==> config.mk <==
export PLATFORM = sky130hd
export DESIGN_NAME = expansion_xor_pipe
export DESIGN_NICKNAME = d
export VERILOG_FILES = /design/src/rtl/expansion_xor_pipe.sv
export SDC_FILE = /design/constraint.sdc
export NUM_CORES = 1
export LEC_CHECK = 0
export CAP_MARGIN = 20
export CORE_ASPECT_RATIO = 0.7
export CORE_MARGIN = 5
export CORE_UTILIZATION = 50
export CTS_CLUSTER_SIZE = 10
export DETAILED_ROUTE_END_ITERATION = 16
export PLACE_DENSITY = 0.83
export SETUP_SLACK_MARGIN = 0.4
export SLEW_MARGIN = 10
export SYNTH_ARGS = -nofsm -noshare
export SYNTH_HDL_FRONTEND = slang
export SYNTH_SLANG_ARGS = --single-unit
==> constraint.sdc <==
create_clock -name clk_i -period 3.1 [get_ports clk_i]
set_input_delay 0.62 -clock clk_i [delete_from_list [all_inputs] [get_ports clk_i]]
set_output_delay 0.62 -clock clk_i [all_outputs]
set_load 0.005 [all_outputs]
==> src/rtl/expansion_xor_pipe.sv <==
// Expansion-XOR pipeline: E(R) ^ subkey pushed through an elastic chain of STAGES registers.
// Defining EP_XFER_CNT_EN adds the saturating output transfer counter port xfer_cnt_o.
module expansion_xor_pipe #(
    parameter  int HALF_W = 32,
    parameter  int STAGES = 2,
    localparam int KEY_W  = 3 * HALF_W / 2
) (
    input  logic              clk_i,
    input  logic              rst_n_i,
    input  logic              flush_i,
    input  logic              in_valid_i,
    output logic              in_ready_o,
    input  logic [HALF_W-1:0] in_r_i,
    input  logic [KEY_W-1:0]  in_key_i,
    output logic              out_valid_o,
    input  logic              out_ready_i,
    output logic [KEY_W-1:0]  out_data_o
`ifdef EP_XFER_CNT_EN
    ,
    output logic [15:0]       xfer_cnt_o
`endif
);

    logic [KEY_W-1:0] expanded;

    // Bit n (1 = MSB) of a vector lives at index WIDTH-n; group g emits R[4g..4g+5] with
    // R[0] and R[HALF_W+1] wrapping to R[HALF_W] and R[1].
    for (genvar gi = 0; gi < HALF_W / 4; gi++) begin : g_grp
        for (genvar bj = 0; bj < 6; bj++) begin : g_bit
            localparam int RAW = 4 * gi + bj;
            localparam int SRC = (RAW == 0) ? HALF_W : ((RAW == HALF_W + 1) ? 1 : RAW);
            assign expanded[KEY_W - 1 - (6 * gi + bj)] = in_r_i[HALF_W - SRC];
        end
    end

    for (genvar gi = 0; gi < STAGES; gi++) begin : g_stg
        logic             valid_q;
        logic             valid_d;
        logic [KEY_W-1:0] data_q;
        logic [KEY_W-1:0] data_d;
        logic             src_valid;
        logic [KEY_W-1:0] src_data;
        logic             fwd;
        logic             free;

        if (gi == 0) begin : g_src
            assign src_valid = in_valid_i;
            assign src_data  = expanded ^ in_key_i;
        end else begin : g_src
            assign src_valid = g_stg[gi-1].valid_q;
            assign src_data  = g_stg[gi-1].data_q;
        end

        if (gi == STAGES - 1) begin : g_dst
            assign fwd = valid_q && out_ready_i;
        end else begin : g_dst
            assign fwd = valid_q && g_stg[gi+1].free;
        end

        // A stage can take new data if it is empty or its current word leaves this edge.
        assign free = !valid_q || fwd;

        always_comb begin
            valid_d = valid_q;
            data_d  = data_q;
            if (flush_i) begin
                valid_d = 1'b0;
            end else if (free && src_valid) begin
                valid_d = 1'b1;
                data_d  = src_data;
            end else if (fwd) begin
                valid_d = 1'b0;
            end
        end

        always_ff @(posedge clk_i or negedge rst_n_i) begin
            if (!rst_n_i) begin
                valid_q <= 1'b0;
                data_q  <= '0;
            end else begin
                valid_q <= valid_d;
                data_q  <= data_d;
            end
        end
    end

    assign in_ready_o  = !flush_i && g_stg[0].free;
    assign out_valid_o = g_stg[STAGES-1].valid_q;
    assign out_data_o  = g_stg[STAGES-1].data_q;

`ifdef EP_XFER_CNT_EN
    logic [15:0] cnt_q;
    logic [15:0] cnt_d;

    // A flushed output is dropped and therefore not counted.
    always_comb begin
        cnt_d = cnt_q;
        if (out_valid_o && out_ready_i && !flush_i && (cnt_q != 16'hFFFF)) begin
            cnt_d = cnt_q + 16'd1;
        end
    end

    always_ff @(posedge clk_i or negedge rst_n_i) begin
        if (!rst_n_i) begin
            cnt_q <= '0;
        end else begin
            cnt_q <= cnt_d;
        end
    end

    assign xfer_cnt_o = cnt_q;
`endif

endmodule

==> metrics.yaml <==
peakVddDrop_mv: 0.297
die_w_um: 119
r2r_start: "g_stg[0].valid_q"
gp_congestion: 0.759
cts_buffer_depth: 2
synthAdderAreaFrac: 0
synthSimpleGateAreaFrac: 0.0109
finalSetupTns_ps: 0
grt_max_degree: 69
synth-seq-area-share: 0.591
place_area_um2: 5580
grt_pass1_wl_mm: 13.6
yosys_register_bits: 98
reg2reg_to: "g_stg[0].data_q[8]"
rows: 27
rsz0062_at_grt: "no"
synth_top_area_frac: 0.591
fin_crit_ps: 2550
synth_area_leaders: "dfrtp_1, mux2_2, xor2_1"
synth_mux_area_frac: 0.279
ys_warn_count: 0
synth_fp_nets: 346
utilization: 0.736
antenna_found_initial: 0
avgViaCountPerCell: 5.01
finalNetCount: 484
clock_latency_ps: 330
multiInputGateArea_um2: 1630
hpwlAfterDp_mm: 6.16
syn-cell-area_um2: 4150
cp_max_fo: 3
fin_skew_ps: 4.62
hold_viol_final: 0
synth.distinct_cells: 14
period_share: 0.823
powerDensity_nw_per_um2: 676
ff2ff_path_depth: 3
total_power_mw: 3.97
post-route-drc-count: 0
clock-root-buffer: "clkbuf_16"
crit_required_ps: 2480
io_buffers: 134
fill_cells: 540
drive_gt1_frac: 0.285
critPathKind: "input port to output pin"
cts_tree: "built"
ant_nets: 0
synth_top_family_by_area: "multiplexers"
synthCells: 261
setup_viol_count_final: 0
drt_iter0_markers: 123
clk_pin_slew_ps: 60
syn_to_final_growth_pct: 41.4
synth_xor_area_frac: 0.101
pre_cts_ws_ps: 510
cts_inserted_buffers: 9
clock.fmax_ghz: 0.392
finalWorstSetupSlack_ps: 549
dp.cells: 489
seq_area_um2: 2450
post_cts_resized: 0
dr_total_vias: 2529
instances_no_fill: 505
slew_viol_final: 0
synth_compound_area_frac: 0.00121
dieHeight_um: 86.2
worst_pin_slew_ps: 887
reg2reg_slack_ps: 1230
die_area_um2: 10200
startpoint_type: "input port"
postCtsSetupBuffers: 0
cap_violations: 0
grt.overflow.total: 0
syn_avg_cell_area_um2: 15.9
drtPass1Iterations: 4
diodes: 0
wl_per_cell_um: 16.7
cts.sinks: 98
grt_usage: 0.168
critPathArrivalTime_ps: 1930
synth_area_leader_cell: "dfrtp_1"
grt_pass1_vias: 2765
min_path_type: "input port to async pin"
power_leakage_nw: 2.57
io_pins: 135
slew_headroom: 0.409
drt_wl_total_mm: 8.42
cts_hold_buf: 0
hold-worst-slack_ps: 390
end_kind: "output pin"
h-tree-depth: 3
core-area_um2: 7970
status: "completed"
start_util: 0.520
fin_area_um2: 5870
==> placed cells by master, fill, tap and decap left out <==
master and instances:
a21oi_1 1, and3b_1 1, buf_12 1, buf_4 3
clkbuf_1 2, clkbuf_16 9, clkbuf_8 2, clkdlybuf4s50_1 133
clkinv_4 1, clkinvlp_4 2, dfrtp_1 98, inv_1 1
mux2_2 76, mux2_4 20, nand2b_1 1, nand3b_1 1
nor2_1 3, or3b_4 1, xor2_1 48
==> registers in the layout, summed over array words and instances (netlist names) <==
name and cells:
g_stg.data_q 48, out_valid_o 1, out_data_o 48, g_stg.valid_q 1
==> per-layer routing <==
layer,GRT usage,wire length (µm),share of wire,up-vias
met5,0,0,0,-
met2,0.269,3950,0.47,92
met1,0.214,3760,0.45,1256
met4,0.0389,61,0.0072,0
met3,0.0744,644,0.076,8
li1,-,-,-,1173
==> cell type report <==
class / count / area share
flip-flops and latches: 98 / 0.418
multi-input cells: 152 / 0.277
inverters: 1 / 0.000640
repair buffers: 137 / 0.234
well taps: 101 / 0.0215
clock inverters: 3 / 0.00405
clock buffers: 13 / 0.0444
==> how the worst max path moves through the flow <==
stage	from	endpoint	cells after the start
finish	out_ready_i	in_ready_o	4
global route	out_ready_i	in_ready_o	4
CTS	out_ready_i	in_ready_o	4
detailed placement	out_ready_i	g_stg[0].data_q[33]	4
global placement	out_ready_i	g_stg[0].data_q[8]	4
floorplan	out_ready_i	g_stg[0].data_q[10]	5
==> cell families (layout without fill, tap and decap cells) <==
kind of cell              count (synthesis)  count (layout)
DFF                                      98              98
muxes                                    96              96
xor gates and xnor gates                 48              48
buffers and inverters                    11             154
and+or+nand+nor                           7               7
AOI/OAI and AO/OA                         1               1
==> worst max-delay path, stage by stage <==
cell             delay (ps)
clkdlybuf4s50_1         480
and3b_1                 200
nor2_1                  100
clkdlybuf4s50_1         530
==> report_power, final <==
| group | internal, mW | switching, mW |
|---|---|---|
| clock | 0.590 | 0.445 |
| combinational | 0.787 | 0.326 |
| sequential | 1.63 | 0.186 |
==> cells in the mapped netlist <==
cell	instances
or3b_4	1
xor2_1	48
clkbuf_1	2
inv_1	1
nand3b_1	1
mux2_2	76
a21oi_1	1
nor2_1	3
and3b_1	1
buf_6	3
dfrtp_1	98
nand2b_1	1
mux2_4	20
buf_2	5
Note: power is estimated with default switching activity, not from simulation.
